===== src/rtl/control_sequencer_pkg.sv =====
// Shared types and encodings for the RV32I multicycle control sequencer.
// The HALTED state exists only when CONTROL_SEQUENCER_DEBUG_HALT_EN is defined.
package control_sequencer_pkg;

`ifdef CONTROL_SEQUENCER_DEBUG_HALT_EN
    typedef enum logic [2:0] {
        ST_RST    = 3'd0,
        ST_FETCH  = 3'd1,
        ST_DECODE = 3'd2,
        ST_EXEC   = 3'd3,
        ST_MEM    = 3'd4,
        ST_TRAP   = 3'd5,
        ST_HALTED = 3'd6
    } state_t;
`else
    typedef enum logic [2:0] {
        ST_RST    = 3'd0,
        ST_FETCH  = 3'd1,
        ST_DECODE = 3'd2,
        ST_EXEC   = 3'd3,
        ST_MEM    = 3'd4,
        ST_TRAP   = 3'd5
    } state_t;
`endif

    localparam logic [6:0] OPC_LOAD     = 7'b0000011;
    localparam logic [6:0] OPC_MISC_MEM = 7'b0001111;
    localparam logic [6:0] OPC_OP_IMM   = 7'b0010011;
    localparam logic [6:0] OPC_AUIPC    = 7'b0010111;
    localparam logic [6:0] OPC_STORE    = 7'b0100011;
    localparam logic [6:0] OPC_OP       = 7'b0110011;
    localparam logic [6:0] OPC_LUI      = 7'b0110111;
    localparam logic [6:0] OPC_BRANCH   = 7'b1100011;
    localparam logic [6:0] OPC_JALR     = 7'b1100111;
    localparam logic [6:0] OPC_JAL      = 7'b1101111;
    localparam logic [6:0] OPC_SYSTEM   = 7'b1110011;

    localparam logic [1:0] RD_ALU = 2'd0;
    localparam logic [1:0] RD_MEM = 2'd1;
    localparam logic [1:0] RD_PC4 = 2'd2;
    localparam logic [1:0] RD_CSR = 2'd3;

    localparam logic [1:0] ALU1_RS1  = 2'd0;
    localparam logic [1:0] ALU1_PC   = 2'd1;
    localparam logic [1:0] ALU1_ZERO = 2'd2;

    localparam logic [1:0] ALU2_RS2  = 2'd0;
    localparam logic [1:0] ALU2_IMM  = 2'd1;
    localparam logic [1:0] ALU2_FOUR = 2'd2;

    localparam logic [3:0] CAUSE_IALIGN      = 4'd0;
    localparam logic [3:0] CAUSE_IFETCH      = 4'd1;
    localparam logic [3:0] CAUSE_ILLEGAL     = 4'd2;
    localparam logic [3:0] CAUSE_LOAD_ALIGN  = 4'd4;
    localparam logic [3:0] CAUSE_LOAD_FAULT  = 4'd5;
    localparam logic [3:0] CAUSE_STORE_ALIGN = 4'd6;
    localparam logic [3:0] CAUSE_STORE_FAULT = 4'd7;

endpackage


===== src/rtl/control_sequencer_if.sv =====
// Decoder/checker/memory-status inputs and control strobes of the sequencer.
// master = sequencer side, slave = datapath/decoder/memory side.
interface control_sequencer_if;
    import control_sequencer_pkg::*;

    logic [6:0] opcode;
    logic [2:0] f3;
    logic       mem_complete_read;
    logic       mem_complete_write;
    logic       branch_taken;
    logic       fault_inst;
    logic       fault_ialign;
    logic       fault_mem;
    logic       fault_csr;

    logic       check_inst;
    logic       check_ialign;
    logic       check_mem;
    logic       check_csr;
    logic       write_pc;
    logic       write_ir;
    logic       write_rd;
    logic       write_csr;
    logic       mem_read;
    logic       mem_write;
    logic       addr_sel;
    logic [1:0] rd_sel;
    logic [1:0] alu_insel1;
    logic [1:0] alu_insel2;
    logic       trap;
    logic [3:0] trap_cause;

    modport master (
        input  opcode, f3, mem_complete_read, mem_complete_write, branch_taken,
               fault_inst, fault_ialign, fault_mem, fault_csr,
        output check_inst, check_ialign, check_mem, check_csr,
               write_pc, write_ir, write_rd, write_csr,
               mem_read, mem_write, addr_sel, rd_sel, alu_insel1, alu_insel2,
               trap, trap_cause
    );

    modport slave (
        output opcode, f3, mem_complete_read, mem_complete_write, branch_taken,
               fault_inst, fault_ialign, fault_mem, fault_csr,
        input  check_inst, check_ialign, check_mem, check_csr,
               write_pc, write_ir, write_rd, write_csr,
               mem_read, mem_write, addr_sel, rd_sel, alu_insel1, alu_insel2,
               trap, trap_cause
    );

endinterface


===== src/rtl/control_sequencer_mem_wait_timer.sv =====
// Saturating wait counter for memory handshakes; timeout is high in the last
// waiting cycle allowed before the access is declared failed.
module mem_wait_timer #(
    parameter int MEM_TIMEOUT = 15,
    parameter int TIMER_W     = $clog2(MEM_TIMEOUT + 1)
) (
    input  logic clk,
    input  logic rst_n,
    input  logic clear,
    input  logic enable,
    output logic timeout
);

    localparam logic [TIMER_W-1:0] LIMIT = TIMER_W'(MEM_TIMEOUT);
    localparam logic [TIMER_W-1:0] LAST  = TIMER_W'(MEM_TIMEOUT - 1);

    logic [TIMER_W-1:0] count_q;

    always_ff @(posedge clk or negedge rst_n) begin
        if (!rst_n) begin
            count_q <= '0;
        end else if (clear) begin
            count_q <= '0;
        end else if (enable && (count_q != LIMIT)) begin
            count_q <= count_q + 1'b1;
        end
    end

    // This cycle's increment would reach MEM_TIMEOUT.
    assign timeout = (count_q >= LAST);

endmodule


===== src/rtl/control_sequencer.sv =====
// Multicycle RV32I control FSM with memory-wait timeout and trap sequencing.
// CONTROL_SEQUENCER_DEBUG_HALT_EN adds halt_req/halted and the HALTED state.
//
// state   | meaning
// RST     | post-reset, all strobes low
// FETCH   | read instruction at PC, wait for completion
// DECODE  | check instruction legality
// EXEC    | ALU / branch / CSR work, start memory access
// MEM     | data access at ALU address, wait for completion
// TRAP    | one-cycle trap pulse, PC loads the vector
// HALTED  | debug halt between instructions (optional)
module control_sequencer
    import control_sequencer_pkg::*;
#(
    parameter int MEM_TIMEOUT = 15,
    parameter int TIMER_W     = $clog2(MEM_TIMEOUT + 1)
) (
    input  logic clk,
    input  logic rst_n,
`ifdef CONTROL_SEQUENCER_DEBUG_HALT_EN
    input  logic halt_req,
    output logic halted,
`endif
    control_sequencer_if.master bus
);

    state_t     state_q, state_d;
    state_t     fetch_st;
    logic [3:0] cause_q, cause_d;
    logic       timer_en;
    logic       timeout;
    logic       is_load;
    logic       mem_done;
    logic       target_used;

    mem_wait_timer #(
        .MEM_TIMEOUT(MEM_TIMEOUT),
        .TIMER_W    (TIMER_W)
    ) u_timer (
        .clk    (clk),
        .rst_n  (rst_n),
        .clear  (state_d != state_q),
        .enable (timer_en),
        .timeout(timeout)
    );

    always_ff @(posedge clk or negedge rst_n) begin
        if (!rst_n) begin
            state_q <= ST_RST;
            cause_q <= 4'd0;
        end else begin
            state_q <= state_d;
            cause_q <= cause_d;
        end
    end

    always_comb begin
        state_d         = state_q;
        cause_d         = cause_q;
        timer_en        = 1'b0;
        is_load         = (bus.opcode == OPC_LOAD);
        mem_done        = 1'b0;
        target_used     = 1'b0;
        bus.check_inst   = 1'b0;
        bus.check_ialign = 1'b0;
        bus.check_mem    = 1'b0;
        bus.check_csr    = 1'b0;
        bus.write_pc     = 1'b0;
        bus.write_ir     = 1'b0;
        bus.write_rd     = 1'b0;
        bus.write_csr    = 1'b0;
        bus.mem_read     = 1'b0;
        bus.mem_write    = 1'b0;
        bus.addr_sel     = 1'b0;
        bus.rd_sel       = RD_ALU;
        bus.alu_insel1   = ALU1_RS1;
        bus.alu_insel2   = ALU2_RS2;
        bus.trap         = 1'b0;
`ifdef CONTROL_SEQUENCER_DEBUG_HALT_EN
        halted          = 1'b0;
        // Every entry into FETCH is an instruction boundary, the only halt point.
        fetch_st        = halt_req ? ST_HALTED : ST_FETCH;
`else
        fetch_st        = ST_FETCH;
`endif

        case (state_q)
            ST_RST: state_d = fetch_st;

            ST_FETCH: begin
                bus.mem_read = 1'b1;
                if (bus.mem_complete_read) begin
                    bus.write_ir = 1'b1;
                    state_d      = ST_DECODE;
                end else begin
                    timer_en = 1'b1;
                    if (timeout) begin
                        state_d = ST_TRAP;
                        cause_d = CAUSE_IFETCH;
                    end
                end
            end

            ST_DECODE: begin
                bus.check_inst = 1'b1;
                if (bus.fault_inst) begin
                    state_d = ST_TRAP;
                    cause_d = CAUSE_ILLEGAL;
                end else begin
                    state_d = ST_EXEC;
                end
            end

            ST_EXEC: begin
                case (bus.opcode)
                    OPC_OP, OPC_OP_IMM, OPC_LUI, OPC_AUIPC: begin
                        bus.write_rd = 1'b1;
                        bus.rd_sel   = RD_ALU;
                        bus.write_pc = 1'b1;
                        bus.alu_insel1 = (bus.opcode == OPC_LUI)   ? ALU1_ZERO :
                                         (bus.opcode == OPC_AUIPC) ? ALU1_PC : ALU1_RS1;
                        bus.alu_insel2 = (bus.opcode == OPC_OP) ? ALU2_RS2 : ALU2_IMM;
                        state_d      = fetch_st;
                    end
                    OPC_JAL, OPC_JALR, OPC_BRANCH: begin
                        bus.alu_insel1   = (bus.opcode == OPC_JALR) ? ALU1_RS1 : ALU1_PC;
                        bus.alu_insel2   = ALU2_IMM;
                        target_used      = (bus.opcode != OPC_BRANCH) || bus.branch_taken;
                        bus.check_ialign = target_used;
                        if (target_used && bus.fault_ialign) begin
                            state_d = ST_TRAP;
                            cause_d = CAUSE_IALIGN;
                        end else begin
                            bus.write_pc = 1'b1;
                            if (bus.opcode != OPC_BRANCH) begin
                                bus.write_rd = 1'b1;
                                bus.rd_sel   = RD_PC4;
                            end
                            state_d = fetch_st;
                        end
                    end
                    OPC_LOAD, OPC_STORE: begin
                        bus.alu_insel1 = ALU1_RS1;
                        bus.alu_insel2 = ALU2_IMM;
                        bus.check_mem  = 1'b1;
                        if (bus.fault_mem) begin
                            state_d = ST_TRAP;
                            cause_d = is_load ? CAUSE_LOAD_ALIGN : CAUSE_STORE_ALIGN;
                        end else begin
                            state_d = ST_MEM;
                        end
                    end
                    OPC_SYSTEM: begin
                        bus.check_csr = 1'b1;
                        if (bus.fault_csr) begin
                            state_d = ST_TRAP;
                            cause_d = CAUSE_ILLEGAL;
                        end else begin
                            bus.write_csr = 1'b1;
                            bus.write_rd  = 1'b1;
                            bus.rd_sel    = RD_CSR;
                            bus.write_pc  = 1'b1;
                            state_d       = fetch_st;
                        end
                    end
                    OPC_MISC_MEM: begin
                        bus.write_pc = 1'b1;
                        state_d      = fetch_st;
                    end
                    default: begin
                        state_d = ST_TRAP;
                        cause_d = CAUSE_ILLEGAL;
                    end
                endcase
            end

            ST_MEM: begin
                bus.addr_sel = 1'b1;
                // IR is stable through MEM, so opcode still tells load from store.
                if (is_load) begin
                    bus.mem_read = 1'b1;
                    mem_done     = bus.mem_complete_read;
                end else begin
                    bus.mem_write = 1'b1;
                    mem_done      = bus.mem_complete_write;
                end
                if (mem_done) begin
                    bus.write_pc = 1'b1;
                    if (is_load) begin
                        bus.write_rd = 1'b1;
                        bus.rd_sel   = RD_MEM;
                    end
                    state_d = fetch_st;
                end else begin
                    timer_en = 1'b1;
                    if (timeout) begin
                        state_d = ST_TRAP;
                        cause_d = is_load ? CAUSE_LOAD_FAULT : CAUSE_STORE_FAULT;
                    end
                end
            end

            ST_TRAP: begin
                bus.trap     = 1'b1;
                bus.write_pc = 1'b1;
                state_d      = fetch_st;
            end

`ifdef CONTROL_SEQUENCER_DEBUG_HALT_EN
            ST_HALTED: begin
                halted = 1'b1;
                if (!halt_req) begin
                    state_d = ST_FETCH;
                end
            end
`endif

            default: state_d = ST_RST;
        endcase
    end

    assign bus.trap_cause = cause_q;

endmodule


===== src/flat_wrapper.sv =====
// flat-port wrapper written by rule: the top's interface ports become plain ports
module control_sequencer_flat import control_sequencer_pkg::*;
#(
    parameter int MEM_TIMEOUT = 15,
    parameter int TIMER_W     = $clog2(MEM_TIMEOUT + 1)
)
  (clk, rst_n, bus_opcode, bus_f3, bus_mem_complete_read, bus_mem_complete_write, bus_branch_taken, bus_fault_inst, bus_fault_ialign, bus_fault_mem, bus_fault_csr, bus_check_inst, bus_check_ialign, bus_check_mem, bus_check_csr, bus_write_pc, bus_write_ir, bus_write_rd, bus_write_csr, bus_mem_read, bus_mem_write, bus_addr_sel, bus_rd_sel, bus_alu_insel1, bus_alu_insel2, bus_trap, bus_trap_cause);
  control_sequencer_if bus_i ();
  input  logic clk;
  input  logic rst_n;
  input wire logic [$bits(bus_i.opcode)-1:0] bus_opcode;
  input wire logic [$bits(bus_i.f3)-1:0] bus_f3;
  input wire logic [$bits(bus_i.mem_complete_read)-1:0] bus_mem_complete_read;
  input wire logic [$bits(bus_i.mem_complete_write)-1:0] bus_mem_complete_write;
  input wire logic [$bits(bus_i.branch_taken)-1:0] bus_branch_taken;
  input wire logic [$bits(bus_i.fault_inst)-1:0] bus_fault_inst;
  input wire logic [$bits(bus_i.fault_ialign)-1:0] bus_fault_ialign;
  input wire logic [$bits(bus_i.fault_mem)-1:0] bus_fault_mem;
  input wire logic [$bits(bus_i.fault_csr)-1:0] bus_fault_csr;
  output wire logic [$bits(bus_i.check_inst)-1:0] bus_check_inst;
  output wire logic [$bits(bus_i.check_ialign)-1:0] bus_check_ialign;
  output wire logic [$bits(bus_i.check_mem)-1:0] bus_check_mem;
  output wire logic [$bits(bus_i.check_csr)-1:0] bus_check_csr;
  output wire logic [$bits(bus_i.write_pc)-1:0] bus_write_pc;
  output wire logic [$bits(bus_i.write_ir)-1:0] bus_write_ir;
  output wire logic [$bits(bus_i.write_rd)-1:0] bus_write_rd;
  output wire logic [$bits(bus_i.write_csr)-1:0] bus_write_csr;
  output wire logic [$bits(bus_i.mem_read)-1:0] bus_mem_read;
  output wire logic [$bits(bus_i.mem_write)-1:0] bus_mem_write;
  output wire logic [$bits(bus_i.addr_sel)-1:0] bus_addr_sel;
  output wire logic [$bits(bus_i.rd_sel)-1:0] bus_rd_sel;
  output wire logic [$bits(bus_i.alu_insel1)-1:0] bus_alu_insel1;
  output wire logic [$bits(bus_i.alu_insel2)-1:0] bus_alu_insel2;
  output wire logic [$bits(bus_i.trap)-1:0] bus_trap;
  output wire logic [$bits(bus_i.trap_cause)-1:0] bus_trap_cause;
  assign bus_i.opcode = bus_opcode;
  assign bus_i.f3 = bus_f3;
  assign bus_i.mem_complete_read = bus_mem_complete_read;
  assign bus_i.mem_complete_write = bus_mem_complete_write;
  assign bus_i.branch_taken = bus_branch_taken;
  assign bus_i.fault_inst = bus_fault_inst;
  assign bus_i.fault_ialign = bus_fault_ialign;
  assign bus_i.fault_mem = bus_fault_mem;
  assign bus_i.fault_csr = bus_fault_csr;
  assign bus_check_inst = bus_i.check_inst;
  assign bus_check_ialign = bus_i.check_ialign;
  assign bus_check_mem = bus_i.check_mem;
  assign bus_check_csr = bus_i.check_csr;
  assign bus_write_pc = bus_i.write_pc;
  assign bus_write_ir = bus_i.write_ir;
  assign bus_write_rd = bus_i.write_rd;
  assign bus_write_csr = bus_i.write_csr;
  assign bus_mem_read = bus_i.mem_read;
  assign bus_mem_write = bus_i.mem_write;
  assign bus_addr_sel = bus_i.addr_sel;
  assign bus_rd_sel = bus_i.rd_sel;
  assign bus_alu_insel1 = bus_i.alu_insel1;
  assign bus_alu_insel2 = bus_i.alu_insel2;
  assign bus_trap = bus_i.trap;
  assign bus_trap_cause = bus_i.trap_cause;
  control_sequencer #(.MEM_TIMEOUT(MEM_TIMEOUT), .TIMER_W(TIMER_W)) u_core (.clk(clk), .rst_n(rst_n), .bus(bus_i));
endmodule

===== config.mk =====
export PLATFORM = sky130hd
export DESIGN_NAME = control_sequencer_flat
export DESIGN_NICKNAME = d
export VERILOG_FILES = /design/src/rtl/control_sequencer_pkg.sv /design/src/rtl/control_sequencer_if.sv /design/src/rtl/control_sequencer_mem_wait_timer.sv /design/src/rtl/control_sequencer.sv /design/src/flat_wrapper.sv
export SDC_FILE = /design/constraint.sdc
export NUM_CORES = 1
export LEC_CHECK = 0
export BUFFER_PORTS_ARGS = -buffer_cell sky130_fd_sc_hd__buf_2
export CORE_ASPECT_RATIO = 0.75
export CORE_UTILIZATION = 53
export DETAILED_ROUTE_END_ITERATION = 10
export HOLD_SLACK_MARGIN = 0.02
export PLACE_DENSITY_LB_ADDON = 0.15
export SETUP_SLACK_MARGIN = 0.4
export SLEW_MARGIN = 20
export SYNTH_ARGS = -nofsm -noshare
export SYNTH_HDL_FRONTEND = slang
export SYNTH_SLANG_ARGS = --single-unit

===== constraint.sdc =====
create_clock -name clk -period 3.2 [get_ports clk]
set_input_delay 0.32 -clock clk [delete_from_list [all_inputs] [get_ports clk]]
set_output_delay 0.32 -clock clk [all_outputs]
set_load 0.05 [all_outputs]

==> results of run 1 <==
-- worst max-delay path: cells and delay by family (launching register included) --
family	cells	cell delay, ns
AOI/OAI and AO/OA	1	0.08
buffers and inverters	2	0.52
DFF	1	0.52
and+or+nand+nor	2	0.67
-- final cells by class --
cell class | instances | area, µm²
Multi-Input combinational cell | 119 | 777.0
Fill cell | 161 | 561.8
Sequential cell | 10 | 250.2
Timing Repair Buffer | 36 | 185.2
Inverter | 8 | 30.03
Tap cell | 22 | 27.53
Clock buffer | 3 | 22.52
-- registers in the layout (all words and copies together), names as in the netlist --
signal and cells:
u_core.u_timer.count_q 4, u_core.bus.trap_cause 3, u_core.state_q 3
-- metal layers --
layer  up-vias  GRT usage  routed length (µm)
li1        609          -                   -
met1       580     0.4077                1328
met2        65     0.4048                1223
met3         5    0.06593                 264
met4         0    0.07500                  19
met5         -          0                   0
-- through the flow --
| step | util | cell area, µm² | hold WS [ns] | std cells |
|---|---|---|---|---|
| after floorplan | - | 1120 | 0.02441 | 149 |
| after global placement | 0.6795 | 1260 | 0.1889 | 194 |
| after detailed placement | 0.6795 | 1260 | 0.1962 | 194 |
| after CTS | 0.6970 | 1292 | 0.2919 | 198 |
| after global routing | 0.6970 | 1292 | 0.2966 | 198 |
| final | 0.6970 | 1292 | 0.2977 | 198 |
-- kinds of logic after synthesis --
kind of cell / after synthesis / synth area share
AO/OA/AOI/OAI: 38 / 0.2590
XOR/XNOR: 1 / 0.007849
adder cells (fa/ha/maj): 2 / 0.02242
buffers and inverters: 20 / 0.08295
flip-flops: 10 / 0.2242
multiplexers: 4 / 0.03700
other: 1 / 0.003360
AND/OR/NAND/NOR: 72 / 0.3632
-- layout by cell type (no fill, tap or decap), types with 4 or more instances in the layout --
cell type and instances:
sky130_fd_sc_hd__nand2_1 7, sky130_fd_sc_hd__buf_2 35, sky130_fd_sc_hd__a21oi_1 6, sky130_fd_sc_hd__nand2b_1 4, sky130_fd_sc_hd__nor2_1 16, sky130_fd_sc_hd__o31ai_1 4, sky130_fd_sc_hd__o21ai_0 6, sky130_fd_sc_hd__inv_1 8
sky130_fd_sc_hd__or3_1 4, sky130_fd_sc_hd__dfrtp_1 10, sky130_fd_sc_hd__nor3_1 8, sky130_fd_sc_hd__nand3_1 9
-- where the power goes --
part | total (W) | switching (W) | internal [W]
Sequential | 0.000226 | 0.0000615 | 0.000165
Clock | 0.0000853 | 0.0000418 | 0.0000434
Combinational | 0.000546 | 0.000365 | 0.000180
-- repair_timing --
| action | in CTS | in global routing |
|---|---|---|
| setup endpoints to repair | 0 | 0 |
| endpoints found under the hold margin | 10 | 0 |
| hold buffers | 1 | 0 |
-- worst max-delay path by stage --
stage | cells after the start | to | start | slack, ns
after floorplan | 6 | bus_write_pc | bus_opcode[2] | 0.42
after global placement | 6 | bus_write_pc | bus_opcode[2] | 0.91
after detailed placement | 6 | u_core.bus.trap_cause[1]$_DFFE_PN0P_ | bus_opcode[2] | 0.91
after CTS | 5 | bus_rd_sel[0] | u_core.state_q[1]$_DFF_PN0_ | 0.84
after global routing | 5 | bus_rd_sel[0] | u_core.state_q[1]$_DFF_PN0_ | 0.70
final | 5 | bus_rd_sel[0] | u_core.state_q[1]$_DFF_PN0_ | 0.82
==> report_table.html, run 1 <==
<table>
<tr><th>Metric</th><th>Value</th></tr>
<tr><th colspan="2">STA</th></tr>
<tr><td>Fin crit period</td><td>about 2.4 ns</td></tr>
<tr><td>Fmax</td><td>between 400 and 500 MHz</td></tr>
<tr><td>Post-route clock skew</td><td>0.002783 ns</td></tr>
<tr><td>Total Neg Setup Slack</td><td>0 ns</td></tr>
<tr><td>Worst Slack Setup Final</td><td>0.8213 ns</td></tr>
<tr><td>Final setup vio count</td><td>0</td></tr>
<tr><td>Tcrit/Tclk final</td><td>0.7433</td></tr>
<tr><td>Final number of max-transition violations</td><td>0</td></tr>
<tr><td>Setup repair after global routing missed its margin</td><td>false</td></tr>
<tr><td>Number of endpoints with negative hold slack in the final report</td><td>0</td></tr>
<tr><th colspan="2">Flow run</th></tr>
<tr><td>Max cap viols</td><td>0</td></tr>
<tr><th colspan="2">Finish</th></tr>
<tr><td>Number of antenna repair diodes</td><td>0</td></tr>
<tr><td>Synthesis-to-finish area growth</td><td>15.81%</td></tr>
<tr><td>Fraction of final layout cells sized beyond drive strength 1</td><td>0.2557</td></tr>
<tr><td>Final #Nets</td><td>199</td></tr>
<tr><th colspan="2">Drt</th></tr>
<tr><td>Detailed-route wire length per cell</td><td>14.32 µm</td></tr>
<tr><td>DRC</td><td>0</td></tr>
<tr><td>Vias per inst</td><td>around 6.4</td></tr>
<tr><td>Routed Wire Length</td><td>2835 µm</td></tr>
<tr><td>Vias after detailed routing</td><td>between 1000 and 1500</td></tr>
<tr><td>Number of nets with antenna violations after routing</td><td>0</td></tr>
<tr><td>DRT iter0 DRCs</td><td>69</td></tr>
<tr><td>Drt pass-1 iters</td><td>4</td></tr>
<tr><th colspan="2">Synth</th></tr>
<tr><td>Summed instance area of the synthesized netlist</td><td>~1100 µm²</td></tr>
<tr><td>Yosys reg bits</td><td>10</td></tr>
<tr><td>Ys async rst share</td><td>1.000</td></tr>
<tr><td>Post-Synthesis Mean Instance Area</td><td>7.541 µm²</td></tr>
<tr><td>Commonest register cell after synthesis</td><td>sky130_fd_sc_hd__dfrtp_1</td></tr>
<tr><td>Fraction of the yosys area taken by sequential cells</td><td>0.2242</td></tr>
<tr><td>Biggest area contributors in the synthesized netlist</td><td>sky130_fd_sc_hd__dfrtp_1, sky130_fd_sc_hd__nor2_1, sky130_fd_sc_hd__nand3_1</td></tr>
<tr><td>Share of Yosys cell area claimed by the top area cell type</td><td>0.2242</td></tr>
<tr><td>Cell count after synthesis</td><td>148</td></tr>
<tr><td>Commonest cells in the netlist</td><td>sky130_fd_sc_hd__nor2_1, sky130_fd_sc_hd__dfrtp_1, sky130_fd_sc_hd__nand3_1</td></tr>
<tr><td>Yosys Warn Count</td><td>0</td></tr>
<tr><td>Number of flops mapped to enable cells by yosys</td><td>0</td></tr>
<tr><td>Count of distinct cell types in the synthesized netlist</td><td>56</td></tr>
<tr><td>Most frequent cell after synthesis</td><td>sky130_fd_sc_hd__nor2_1</td></tr>
<tr><td>Area leader, netlist</td><td>sky130_fd_sc_hd__dfrtp_1</td></tr>
<tr><th colspan="2">Clocking</th></tr>
<tr><td>Clock transition at the registers of the reported paths</td><td>0.06 ns</td></tr>
<tr><td>Number of resized instances in the post-cts repair step</td><td>0</td></tr>
<tr><td>Latest clock arrival within the worst-skew pair</td><td>0.26 ns</td></tr>
<tr><td>Setup fix buffers added after clock tree synthesis</td><td>0</td></tr>
<tr><td>Clock tree from TritonCTS</td><td>yes</td></tr>
<tr><td>Clock net sink count</td><td>10</td></tr>
<tr><td>Maximum number of buffers from clock root to sink</td><td>2</td></tr>
<tr><td>Number of buffers added by the clock tree synthesis step</td><td>3</td></tr>
<tr><td>H-Tree Depth</td><td>1</td></tr>
<tr><td>CTS Root Buffer Type</td><td>sky130_fd_sc_hd__clkbuf_4</td></tr>
<tr><th colspan="2">Worst setup path</th></tr>
<tr><td>Data arrival time of the critical path</td><td>2.06 ns</td></tr>
<tr><td>Reg-to-reg slack, setup</td><td>0.99 ns</td></tr>
<tr><td>FF-to-FF End</td><td>u_core.bus.trap_cause[1]$_DFFE_PN0P_</td></tr>
<tr><td>Reg2reg start</td><td>u_core.state_q[1]$_DFF_PN0_</td></tr>
<tr><td>Element type at the critical path start</td><td>flop</td></tr>
<tr><td>Crit path max fanout</td><td>14</td></tr>
<tr><td>Logic depth of the worst register-to-register path</td><td>5</td></tr>
<tr><td>Crit-path slowest cell</td><td>sky130_fd_sc_hd__or3b_1</td></tr>
<tr><td>Highest cell delay on the worst timing path</td><td>0.53 ns</td></tr>
<tr><td>Critical setup path kind</td><td>flop to output pin</td></tr>
<tr><td>Ordered list of cells on the worst path</td><td>or3b_1, inv_1, nand3_1, o31ai_1, buf_2</td></tr>
<tr><td>Crit path capture type</td><td>output pin</td></tr>
<tr><td>Worst endpoint required time</td><td>2.88 ns</td></tr>
<tr><th colspan="2">Floorplanning</th></tr>
<tr><td>Floorplan die width</td><td>54.99 µm</td></tr>
<tr><td>Die extent in y</td><td>41.74 µm</td></tr>
<tr><td>Top-level port count</td><td>41</td></tr>
<tr><td>Row Count</td><td>13</td></tr>
<tr><td>Initial core utilization</td><td>0.6019</td></tr>
<tr><td>Die area</td><td>roughly 2300 µm²</td></tr>
<tr><td>Area of the core</td><td>1854 µm²</td></tr>
<tr><th colspan="2">Global routing</th></tr>
<tr><td>Largest net degree at the start of global routing</td><td>15</td></tr>
<tr><td>Global-route wire length before repair</td><td>4719 µm</td></tr>
<tr><td>Number of global-route vias before repair</td><td>1064</td></tr>
<tr><td>Total routing usage reported by global routing</td><td>0.2792</td></tr>
<tr><td>Antenna violations before repair</td><td>0</td></tr>
<tr><td>Global route overflow</td><td>0</td></tr>
<tr><th colspan="2">Placed design</th></tr>
<tr><td>Last weighted congestion value of the routability-driven placer</td><td>0.9017</td></tr>
<tr><td>Total half-perimeter wirelength after legalization and detailed placement</td><td>2243 µm</td></tr>
<tr><td>Worst setup timing slack at the placement stage</td><td>between 0.9 and 1 ns</td></tr>
<tr><td>Port Buffer Count</td><td>35</td></tr>
<tr><th colspan="2">Status</th></tr>
<tr><td>Run status</td><td>complete, no violations</td></tr>
<tr><th colspan="2">Worst hold path</th></tr>
<tr><td>Worst hold path type</td><td>input pin to flop</td></tr>
<tr><td>Launch instance of the worst min-delay path</td><td>bus_fault_inst</td></tr>
<tr><td>Hold-critical path endpoint</td><td>u_core.state_q[1]$_DFF_PN0_</td></tr>
<tr><td>Min-Delay Path Depth</td><td>2</td></tr>
<tr><th colspan="2">Power and ir drop</th></tr>
<tr><td>Overall power consumption</td><td>0.0008573 W</td></tr>
<tr><td>Reported leakage power</td><td>0.6124 nW</td></tr>
<tr><td>Power per cell area</td><td>663.3 nW/µm²</td></tr>
<tr><td>Worst VDD drop</td><td>0.0005204 V</td></tr>
</table>
(Power assumes the default switching activity.)
==> run 2, diff against run 1 <==
--- a/config.mk
+++ b/config.mk
@@ -7,7 +7,7 @@
 export LEC_CHECK = 0
 export BUFFER_PORTS_ARGS = -buffer_cell sky130_fd_sc_hd__buf_2
 export CORE_ASPECT_RATIO = 0.75
-export CORE_UTILIZATION = 53
+export CORE_UTILIZATION = 49
 export DETAILED_ROUTE_END_ITERATION = 10
 export HOLD_SLACK_MARGIN = 0.02
 export PLACE_DENSITY_LB_ADDON = 0.15
==> constraint.sdc (replaced) <==
create_clock -name clk -period 2.4 [get_ports clk]
set_input_delay 0.24 -clock clk [delete_from_list [all_inputs] [get_ports clk]]
set_output_delay 0.24 -clock clk [all_outputs]
set_load 0.05 [all_outputs]
==> report_table.html, run 2 (synthesis gave the netlist of run 1 again) <==
<table>
<tr><th>Metric</th><th>Value</th></tr>
<tr><th colspan="2">Status</th></tr>
<tr><td>Run status</td><td>complete, but fails checks</td></tr>
<tr><td>Failing checks</td><td>DRC</td></tr>
<tr><th colspan="2">Worst setup path</th></tr>
<tr><td>Logic depth of the worst register-to-register path</td><td>6</td></tr>
<tr><td>Worst endpoint required time</td><td>2.54 ns</td></tr>
<tr><td>Start point of the critical path</td><td>u_core.state_q[0]$_DFF_PN0_</td></tr>
<tr><td>Crit path capture type</td><td>flop</td></tr>
<tr><td>Crit path max fanout</td><td>6</td></tr>
<tr><td>Reg2reg start</td><td>u_core.state_q[0]$_DFF_PN0_</td></tr>
<tr><td>Critical setup path kind</td><td>flop to flop</td></tr>
<tr><td>FF-to-FF End</td><td>u_core.u_timer.count_q[1]$_DFFE_PN0P_</td></tr>
<tr><td>Capturing instance or port of the critical path</td><td>u_core.u_timer.count_q[1]$_DFFE_PN0P_</td></tr>
<tr><td>Reg-to-reg slack, setup</td><td>0.44 ns</td></tr>
<tr><td>Data arrival time of the critical path</td><td>2.09 ns</td></tr>
<tr><td>Element type at the critical path start</td><td>flop</td></tr>
<tr><th colspan="2">Power and ir drop</th></tr>
<tr><td>Net switching share of the total power</td><td>0.5245</td></tr>
<tr><td>Switching power total</td><td>just over 0.0007 W</td></tr>
<tr><td>Fraction of power consumed by sequential logic</td><td>0.188</td></tr>
<tr><td>Overall power consumption</td><td>roughly 0.0014 W</td></tr>
<tr><td>Internal cell power</td><td>0.0006458 W</td></tr>
<tr><td>Part of the power in combinational logic</td><td>0.729</td></tr>
<tr><td>Reported leakage power</td><td>between 0.6 and 0.7 nW</td></tr>
<tr><td>Worst VDD drop</td><td>0.0005686 V</td></tr>
<tr><td>Clock share of power</td><td>0.083</td></tr>
<tr><td>Power per cell area</td><td>923.1 nW/µm²</td></tr>
<tr><th colspan="2">STA</th></tr>
<tr><td>Fmax</td><td>511.1 MHz</td></tr>
<tr><td>Number of endpoints with negative hold slack in the final report</td><td>0</td></tr>
<tr><td>Final setup vio count</td><td>0</td></tr>
<tr><td>Final number of max-transition violations</td><td>0</td></tr>
<tr><td>Hold Worst Slack</td><td>0.2257 ns</td></tr>
<tr><td>Fin crit period</td><td>a little under 2 ns</td></tr>
<tr><td>Tcrit/Tclk final</td><td>0.8152</td></tr>
<tr><td>Post-route clock skew</td><td>approximately 0.00054 ns</td></tr>
<tr><td>Worst Slack Setup Final</td><td>0.4434 ns</td></tr>
<tr><td>Total Neg Setup Slack</td><td>0 ns</td></tr>
<tr><td>Setup repair after global routing missed its margin</td><td>true</td></tr>
<tr><th colspan="2">Drt</th></tr>
<tr><td>Routed Wire Length</td><td>between 3000 and 4000 µm</td></tr>
<tr><td>Vias after detailed routing</td><td>1321</td></tr>
<tr><td>Drt pass-1 iters</td><td>8</td></tr>
<tr><td>DRC</td><td>6</td></tr>
<tr><td>Number of nets with antenna violations after routing</td><td>0</td></tr>
<tr><td>DRT iter0 DRCs</td><td>102</td></tr>
<tr><td>Detailed-route wire length per cell</td><td>15.84 µm</td></tr>
<tr><td>Vias per inst</td><td>6.231</td></tr>
<tr><th colspan="2">Placed design</th></tr>
<tr><td>Last weighted congestion value of the routability-driven placer</td><td>between 0.9 and 1</td></tr>
<tr><td>Worst setup timing slack at the placement stage</td><td>0.3167 ns</td></tr>
<tr><td>Port Buffer Count</td><td>35</td></tr>
<tr><td>Total half-perimeter wirelength after legalization and detailed placement</td><td>2391 µm</td></tr>
<tr><th colspan="2">Clocking</th></tr>
<tr><td>Clock net sink count</td><td>10</td></tr>
<tr><td>Clock tree from TritonCTS</td><td>yes</td></tr>
<tr><td>H-Tree Depth</td><td>1</td></tr>
<tr><td>Clock transition at the registers of the reported paths</td><td>0.06 ns</td></tr>
<tr><td>Number of buffers added by the clock tree synthesis step</td><td>3</td></tr>
<tr><td>Latest clock arrival within the worst-skew pair</td><td>between 0.2 and 0.3 ns</td></tr>
<tr><td>CTS Root Buffer Type</td><td>sky130_fd_sc_hd__clkbuf_4</td></tr>
<tr><td>Maximum number of buffers from clock root to sink</td><td>2</td></tr>
<tr><th colspan="2">Floorplanning</th></tr>
<tr><td>Area of the core</td><td>2067 µm²</td></tr>
<tr><td>Initial core utilization</td><td>0.5400</td></tr>
<tr><td>Row Count</td><td>14</td></tr>
<tr><td>Floorplan die width</td><td>57.11 µm</td></tr>
<tr><td>Top-level port count</td><td>41</td></tr>
<tr><td>Die extent in y</td><td>43.33 µm</td></tr>
<tr><td>Die area</td><td>2475 µm²</td></tr>
<tr><th colspan="2">Worst hold path</th></tr>
<tr><td>Worst hold path type</td><td>input pin to flop</td></tr>
<tr><th colspan="2">Global routing</th></tr>
<tr><td>Number of global-route vias before repair</td><td>1123</td></tr>
<tr><td>Largest net degree at the start of global routing</td><td>13</td></tr>
<tr><td>Global-route wire length before repair</td><td>5112 µm</td></tr>
<tr><td>Global route overflow</td><td>0</td></tr>
<tr><td>Total routing usage reported by global routing</td><td>0.2705</td></tr>
<tr><td>Antenna violations before repair</td><td>0</td></tr>
<tr><th colspan="2">Finish</th></tr>
<tr><td>Number of antenna repair diodes</td><td>0</td></tr>
<tr><td>Register bank with the most flops</td><td>u_core.u_timer.count_q</td></tr>
<tr><td>Number of flip-flops in the largest register</td><td>4</td></tr>
<tr><td>Fraction of final layout cells sized beyond drive strength 1</td><td>0.3723</td></tr>
<tr><td>Most used cells in the layout excluding fill and tap cells</td><td>sky130_fd_sc_hd__buf_2, sky130_fd_sc_hd__nor2_1, sky130_fd_sc_hd__buf_4, sky130_fd_sc_hd__dfrtp_1, sky130_fd_sc_hd__nand3_1</td></tr>
<tr><td>Final #Nets</td><td>~210</td></tr>
<tr><td>Synthesis-to-finish area growth</td><td>31.84%</td></tr>
<tr><td>Most common library cell in the layout ignoring fill and taps</td><td>sky130_fd_sc_hd__buf_2</td></tr>
<tr><th colspan="2">Flow run</th></tr>
<tr><td>Max cap viols</td><td>0</td></tr>
</table>
## run 2: cell count changes in the layout (fill, tap and decap cells not counted), sizes merged
cell	before	now
clkbuf	3	4
buf	35	46
inv	8	7
clkinvlp	0	1
## run 2: worst min-delay path by stage
stage / start / end / slack [ns] / cells past startpoint
floorplan: rst_n / u_core.bus.trap_cause[0]$_DFFE_PN0P_ / -0.06 / 0
global placement: rst_n / u_core.state_q[1]$_DFF_PN0_ / 0.11 / 1
detailed placement: rst_n / u_core.state_q[1]$_DFF_PN0_ / 0.11 / 1
CTS: bus_fault_inst / u_core.state_q[1]$_DFF_PN0_ / 0.22 / 2
global route: bus_fault_inst / u_core.state_q[1]$_DFF_PN0_ / 0.21 / 2
finish: bus_fault_inst / u_core.state_q[1]$_DFF_PN0_ / 0.23 / 2
## run 2: per-stage QoR
stage,area [µm²],instances,util
floorplan,1155,149,-
global placement,1328,200,0.6423
detailed placement,1328,200,0.6423
CTS,1419,209,0.6864
global route,1471,212,0.7119
finish,1471,212,0.7119
## run 2: worst max-delay path, stage by stage, from the launching register on
cell and delay [ns]:
sky130_fd_sc_hd__dfrtp_1 0.39, sky130_fd_sc_hd__or3b_4 0.45, sky130_fd_sc_hd__o41a_1 0.48, sky130_fd_sc_hd__a32oi_2 0.19, sky130_fd_sc_hd__buf_4 0.15, sky130_fd_sc_hd__nand2_1 0.04, sky130_fd_sc_hd__nor4b_1 0.13
## run 2: power by group through the flow
| stage | Combinational [W] | Sequential [W] | Clock, W |
|---|---|---|---|
| after CTS | 0.000900 | 0.000255 | 0.000115 |
| after floorplan | 0.000560 | 0.000336 | 0 |
| after global placement | 0.000811 | 0.000251 | 0 |
| after detailed placement | 0.000828 | 0.000255 | 0 |
| after global routing | 0.00103 | 0.000260 | 0.000127 |
| final | 0.000990 | 0.000256 | 0.000113 |
## run 2: cell type report
| cell class | count | area (µm²) |
|---|---|---|
| flip-flops and latches | 10 | 250.2 |
| inverters | 8 | 33.78 |
| multi-input cells | 119 | 833.3 |
| fillers | 173 | 595.6 |
| well taps | 24 | 30.03 |
| clock buffers | 3 | 22.52 |
| repair buffers | 48 | 301.5 |
## run 2: what timing repair did
item / CTS / global route
setup buffers: 5 / 3
pin swaps: 3 / 3
hold endpoints to repair: 10 / 0
hold buffers: 1 / 0
gates resized for setup: 9 / 10
setup endpoints to repair: 9 / 15
## run 2: per-layer routing
layer,global-route usage,share of wire,vias to the layer above
met2,0.3859,0.42,93
met3,0.08955,0.11,11
met1,0.3944,0.46,589
li1,-,-,628
met4,0.06829,0.011,0
met5,0,0,-
==> run 3, diff against run 2 <==
==> constraint.sdc (replaced) <==
create_clock -name clk -period 1.9 [get_ports clk]
set_input_delay 0.19 -clock clk [delete_from_list [all_inputs] [get_ports clk]]
set_output_delay 0.19 -clock clk [all_outputs]
set_load 0.05 [all_outputs]
==> report_table.html, run 3 <==
<table>
<tr><th>Metric</th><th>Value</th></tr>
<tr><th colspan="2">Synth</th></tr>
<tr><td>Count of distinct cell types in the synthesized netlist</td><td>between 50 and 60</td></tr>
<tr><td>Area leader, netlist</td><td>sky130_fd_sc_hd__dfrtp_1</td></tr>
<tr><td>Number of flops mapped to enable cells by yosys</td><td>0</td></tr>
<tr><td>Post-Synthesis Mean Instance Area</td><td>7.541 µm²</td></tr>
<tr><td>Commonest cells in the netlist</td><td>sky130_fd_sc_hd__nor2_1, sky130_fd_sc_hd__dfrtp_1, sky130_fd_sc_hd__nand3_1</td></tr>
<tr><td>Cell count after synthesis</td><td>148</td></tr>
<tr><td>Fraction of the yosys area taken by sequential cells</td><td>0.2242</td></tr>
<tr><td>Most frequent cell after synthesis</td><td>sky130_fd_sc_hd__nor2_1</td></tr>
<tr><td>Yosys reg bits</td><td>10</td></tr>
<tr><td>Commonest register cell after synthesis</td><td>sky130_fd_sc_hd__dfrtp_1</td></tr>
<tr><td>Ys async rst share</td><td>1.000</td></tr>
<tr><td>Share of Yosys cell area claimed by the top area cell type</td><td>0.2242</td></tr>
<tr><td>Summed instance area of the synthesized netlist</td><td>between 1000 and 1500 µm²</td></tr>
<tr><td>Biggest area contributors in the synthesized netlist</td><td>sky130_fd_sc_hd__dfrtp_1, sky130_fd_sc_hd__nor2_1, sky130_fd_sc_hd__nand3_1</td></tr>
<tr><td>Yosys Warn Count</td><td>0</td></tr>
<tr><th colspan="2">Clocking</th></tr>
<tr><td>Hold bufs inserted after CTS</td><td>1</td></tr>
<tr><td>Number of resized instances in the post-cts repair step</td><td>65</td></tr>
<tr><td>Clock net sink count</td><td>10</td></tr>
<tr><td>Setup fix buffers added after clock tree synthesis</td><td>12</td></tr>
<tr><td>Maximum number of buffers from clock root to sink</td><td>2</td></tr>
<tr><td>H-Tree Depth</td><td>1</td></tr>
<tr><td>Number of buffers added by the clock tree synthesis step</td><td>3</td></tr>
<tr><td>CTS Root Buffer Type</td><td>sky130_fd_sc_hd__clkbuf_4</td></tr>
<tr><th colspan="2">Floorplanning</th></tr>
<tr><td>Row Count</td><td>14</td></tr>
<tr><td>Die extent in y</td><td>43.33 µm</td></tr>
<tr><td>Top-level port count</td><td>41</td></tr>
<tr><td>Floorplan die width</td><td>57.11 µm</td></tr>
<tr><td>Initial core utilization</td><td>0.5400</td></tr>
<tr><th colspan="2">Status</th></tr>
<tr><td>Stage where the run ended</td><td>clock tree synthesis (4_1_cts)</td></tr>
<tr><td>First error</td><td>[ERROR DPL-0038] Utilization greater than 100%, impossible to legalize</td></tr>
<tr><td>Run status</td><td>aborted with a tool error</td></tr>
<tr><th colspan="2">Placed design</th></tr>
<tr><td>Last weighted congestion value of the routability-driven placer</td><td>0.8856</td></tr>
<tr><td>Port Buffer Count</td><td>35</td></tr>
<tr><td>Total half-perimeter wirelength after legalization and detailed placement</td><td>~3100 µm</td></tr>
</table>
==> run 3: cell families after synthesis <==
family                   count (synthesis)  synth area share
buffers and inverters                   20           0.08295
other                                    1          0.003360
adder cells (fa/ha/maj)                  2           0.02242
flip-flops                              10            0.2242
AO/OA/AOI/OAI                           38            0.2590
multiplexers                             4           0.03700
XOR/XNOR                                 1          0.007849
AND/OR/NAND/NOR                         72            0.3632
==> run 3: per-stage QoR <==
stage	utilization	instance area, µm²	cells	TNS, ns	worst slack (ns)
floorplan	-	1286	149	-0.1403	-0.04426
global placement	0.8172	1689	233	-0.4118	-0.07169
detailed placement	0.8172	1689	233	-1.079	-0.1756
==> run 4, diff against run 3 <==
--- a/config.mk
+++ b/config.mk
@@ -6,12 +6,10 @@
 export NUM_CORES = 1
 export LEC_CHECK = 0
 export BUFFER_PORTS_ARGS = -buffer_cell sky130_fd_sc_hd__buf_2
-export CORE_ASPECT_RATIO = 0.75
-export CORE_UTILIZATION = 49
+export CORE_AREA = 2 2 63 65
 export DETAILED_ROUTE_END_ITERATION = 10
-export HOLD_SLACK_MARGIN = 0.02
+export DIE_AREA = 0 0 65 67
 export PLACE_DENSITY_LB_ADDON = 0.15
-export SETUP_SLACK_MARGIN = 0.4
 export SLEW_MARGIN = 20
 export SYNTH_ARGS = -nofsm -noshare
 export SYNTH_HDL_FRONTEND = slang
==> report_table.html, run 4 (synthesis gave the netlist of run 1 again) <==
<table>
<tr><th>Metric</th><th>Value</th></tr>
<tr><th colspan="2">Global routing</th></tr>
<tr><td>Total routing usage reported by global routing</td><td>0.1736</td></tr>
<tr><td>Largest net degree at the start of global routing</td><td>13</td></tr>
<tr><td>Global route overflow</td><td>0</td></tr>
<tr><td>Number of global-route vias before repair</td><td>1369</td></tr>
<tr><td>Antenna violations before repair</td><td>0</td></tr>
<tr><td>Global-route wire length before repair</td><td>5913 µm</td></tr>
<tr><th colspan="2">Floorplanning</th></tr>
<tr><td>Top-level port count</td><td>41</td></tr>
<tr><td>Die extent in y</td><td>between 60 and 70 µm</td></tr>
<tr><td>Row Count</td><td>22</td></tr>
<tr><td>Floorplan die width</td><td>roughly 65 µm</td></tr>
<tr><td>Initial core utilization</td><td>0.3095</td></tr>
<tr><td>Area of the core</td><td>3606 µm²</td></tr>
<tr><td>Die area</td><td>4355 µm²</td></tr>
<tr><th colspan="2">Drt</th></tr>
<tr><td>Routed Wire Length</td><td>approximately 3700 µm</td></tr>
<tr><td>Drt pass-1 iters</td><td>4</td></tr>
<tr><td>Vias per inst</td><td>5.313</td></tr>
<tr><td>Vias after detailed routing</td><td>1408</td></tr>
<tr><td>DRC</td><td>0</td></tr>
<tr><td>DRT iter0 DRCs</td><td>46</td></tr>
<tr><td>Number of nets with antenna violations after routing</td><td>0</td></tr>
<tr><td>Detailed-route wire length per cell</td><td>14.02 µm</td></tr>
<tr><th colspan="2">Finish</th></tr>
<tr><td>Synthesis-to-finish area growth</td><td>69.51%</td></tr>
<tr><td>Util after Layout</td><td>0.5246</td></tr>
<tr><td>Layout filler cell count</td><td>350</td></tr>
<tr><td>Number of flip-flops in the largest register</td><td>4</td></tr>
<tr><td>Fraction of final layout cells sized beyond drive strength 1</td><td>0.5161</td></tr>
<tr><td>Number of antenna repair diodes</td><td>0</td></tr>
<tr><td>Most used cells in the layout excluding fill and tap cells</td><td>sky130_fd_sc_hd__buf_4, sky130_fd_sc_hd__buf_2, sky130_fd_sc_hd__nor2_1, sky130_fd_sc_hd__buf_6, sky130_fd_sc_hd__dfrtp_1</td></tr>
<tr><td>Final Instance Area</td><td>roughly 1900 µm²</td></tr>
<tr><td>Layout Cells excl Fill</td><td>about 270</td></tr>
<tr><td>Most common library cell in the layout ignoring fill and taps</td><td>sky130_fd_sc_hd__buf_4</td></tr>
<tr><td>Sequential standard cell area</td><td>~250 µm²</td></tr>
<tr><td>Multi-input gate area</td><td>938.4 µm²</td></tr>
<tr><td>Register bank with the most flops</td><td>u_core.u_timer.count_q</td></tr>
<tr><td>Final #Nets</td><td>240</td></tr>
<tr><th colspan="2">Status</th></tr>
<tr><td>Run status</td><td>complete, but fails checks</td></tr>
<tr><td>Failing checks</td><td>setup timing</td></tr>
<tr><th colspan="2">Flow run</th></tr>
<tr><td>Max cap viols</td><td>0</td></tr>
<tr><th colspan="2">Placed design</th></tr>
<tr><td>Port Buffer Count</td><td>35</td></tr>
<tr><td>Cell area after placement</td><td>1583 µm²</td></tr>
<tr><td>Total half-perimeter wirelength after legalization and detailed placement</td><td>~2800 µm</td></tr>
<tr><td>Last weighted congestion value of the routability-driven placer</td><td>about 0.77</td></tr>
<tr><td>Placed Cells incl. Taps</td><td>253</td></tr>
<tr><th colspan="2">STA</th></tr>
<tr><td>Final number of max-transition violations</td><td>0</td></tr>
<tr><td>Final setup vio count</td><td>2</td></tr>
<tr><td>Worst Slack Setup Final</td><td>-0.01438 ns</td></tr>
<tr><td>Number of endpoints with negative hold slack in the final report</td><td>0</td></tr>
<tr><td>Post-route clock skew</td><td>0.003284 ns</td></tr>
<tr><td>Fmax</td><td>522.4 MHz</td></tr>
<tr><td>Fin crit period</td><td>1.914 ns</td></tr>
<tr><td>Setup repair after global routing missed its margin</td><td>true</td></tr>
<tr><td>Tcrit/Tclk final</td><td>1.008</td></tr>
<tr><th colspan="2">Power and ir drop</th></tr>
<tr><td>Net switching share of the total power</td><td>0.4797</td></tr>
<tr><td>Fraction of power consumed by sequential logic</td><td>0.164</td></tr>
<tr><td>Clock share of power</td><td>0.103</td></tr>
<tr><td>Worst VDD drop</td><td>0.0007010 V</td></tr>
<tr><td>Reported leakage power</td><td>between 0.8 and 0.9 nW</td></tr>
<tr><td>Part of the power in combinational logic</td><td>0.733</td></tr>
<tr><td>Internal cell power</td><td>0.001041 W</td></tr>
<tr><td>Power per cell area</td><td>1058 nW/µm²</td></tr>
<tr><td>Switching power total</td><td>0.0009600 W</td></tr>
<tr><th colspan="2">Worst setup path</th></tr>
<tr><td>Worst endpoint required time</td><td>2.03 ns</td></tr>
<tr><td>Crit path capture type</td><td>flop</td></tr>
<tr><td>Element type at the critical path start</td><td>flop</td></tr>
<tr><td>Critical setup path kind</td><td>flop to flop</td></tr>
<tr><td>Data arrival time of the critical path</td><td>2.05 ns</td></tr>
<tr><td>Crit path max fanout</td><td>4</td></tr>
<tr><th colspan="2">Clocking</th></tr>
<tr><td>H-Tree Depth</td><td>1</td></tr>
<tr><td>Clock net sink count</td><td>10</td></tr>
<tr><td>Clock transition at the registers of the reported paths</td><td>0.05 ns</td></tr>
<tr><td>Latest clock arrival within the worst-skew pair</td><td>between 0.2 and 0.25 ns</td></tr>
<tr><td>CTS Root Buffer Type</td><td>sky130_fd_sc_hd__clkbuf_8</td></tr>
<tr><td>Number of buffers added by the clock tree synthesis step</td><td>3</td></tr>
<tr><td>Clock tree from TritonCTS</td><td>yes</td></tr>
<tr><td>Maximum number of buffers from clock root to sink</td><td>2</td></tr>
<tr><th colspan="2">Worst hold path</th></tr>
<tr><td>Worst hold path type</td><td>input pin to flop</td></tr>
</table>
## run 4: area by class of cell
| class | count | share of cell area |
|---|---|---|
| clock buffer | 3 | 0.02183 |
| inverter | 8 | 0.02050 |
| multi-input combinational | 119 | 0.4960 |
| sequential | 10 | 0.1329 |
| tap | 48 | 0.03175 |
| timing repair buffer | 77 | 0.2970 |
## run 4: what timing repair did
action | in CTS | in global routing
hold buffers | 1 | 0
setup buffers | 3 | 5
pin swaps | 5 | 11
gates resized for setup | 24 | 28
hold endpoints to repair | 10 | 0
setup endpoints to repair | 10 | 16
## run 4: final timing paths
path                                                       from  slack (ns)                                    end  depth (start not counted)
max                                 u_core.state_q[1]$_DFF_PN0_       -0.01  u_core.u_timer.count_q[1]$_DFFE_PN0P_                          6
min                                              bus_fault_inst        0.20            u_core.state_q[1]$_DFF_PN0_                          2
max reg2reg                         u_core.state_q[1]$_DFF_PN0_       -0.01  u_core.u_timer.count_q[1]$_DFFE_PN0P_                          6
min in group asynchronous                                 rst_n        0.36  u_core.u_timer.count_q[1]$_DFFE_PN0P_                          2
max in group asynchronous                                 rst_n        1.33            u_core.state_q[0]$_DFF_PN0_                          2
min reg2reg                u_core.bus.trap_cause[1]$_DFFE_PN0P_        0.51   u_core.bus.trap_cause[1]$_DFFE_PN0P_                          1
## run 4: power by group through the flow
stage          sequential, W  combinational (W)  clock (W)
4_1_cts             0.000326            0.00128   0.000214
3_5_place_dp        0.000327            0.00117          0
6_report            0.000327            0.00147   0.000207
2_1_floorplan       0.000426           0.000730          0
3_3_place_gp        0.000323            0.00116          0
5_1_grt             0.000336            0.00155   0.000233
## run 4: routing by layer
metal / wire length (µm) / GRT usage
met1: 1546 / 0.2065
met2: 1944 / 0.3131
met3: 165 / 0.02534
met4: 59 / 0.06649
met5: 0 / 0
## run 4: stage by stage
step	power [W]	setup slack, ns	hold WS (ns)	TNS, ns
2_1_floorplan	0.001157	-0.3546	-0.1056	-1.063
3_3_place_gp	0.001488	-0.05516	0.06005	-0.1337
3_5_place_dp	0.001499	-0.08400	0.06459	-0.2396
4_1_cts	0.001820	-0.009363	0.1930	-0.009656
5_1_grt	0.002121	-0.06820	0.2061	-0.3105
6_report	0.002001	-0.01438	0.1972	-0.01528
## run 4: critical path: stages (launching register included)
cell and delay [ns]:
sky130_fd_sc_hd__dfrtp_1 0.40, sky130_fd_sc_hd__or3b_4 0.41, sky130_fd_sc_hd__buf_6 0.14, sky130_fd_sc_hd__a211o_4 0.29, sky130_fd_sc_hd__a32oi_2 0.20, sky130_fd_sc_hd__nor2_1 0.11
sky130_fd_sc_hd__nor4b_4 0.27
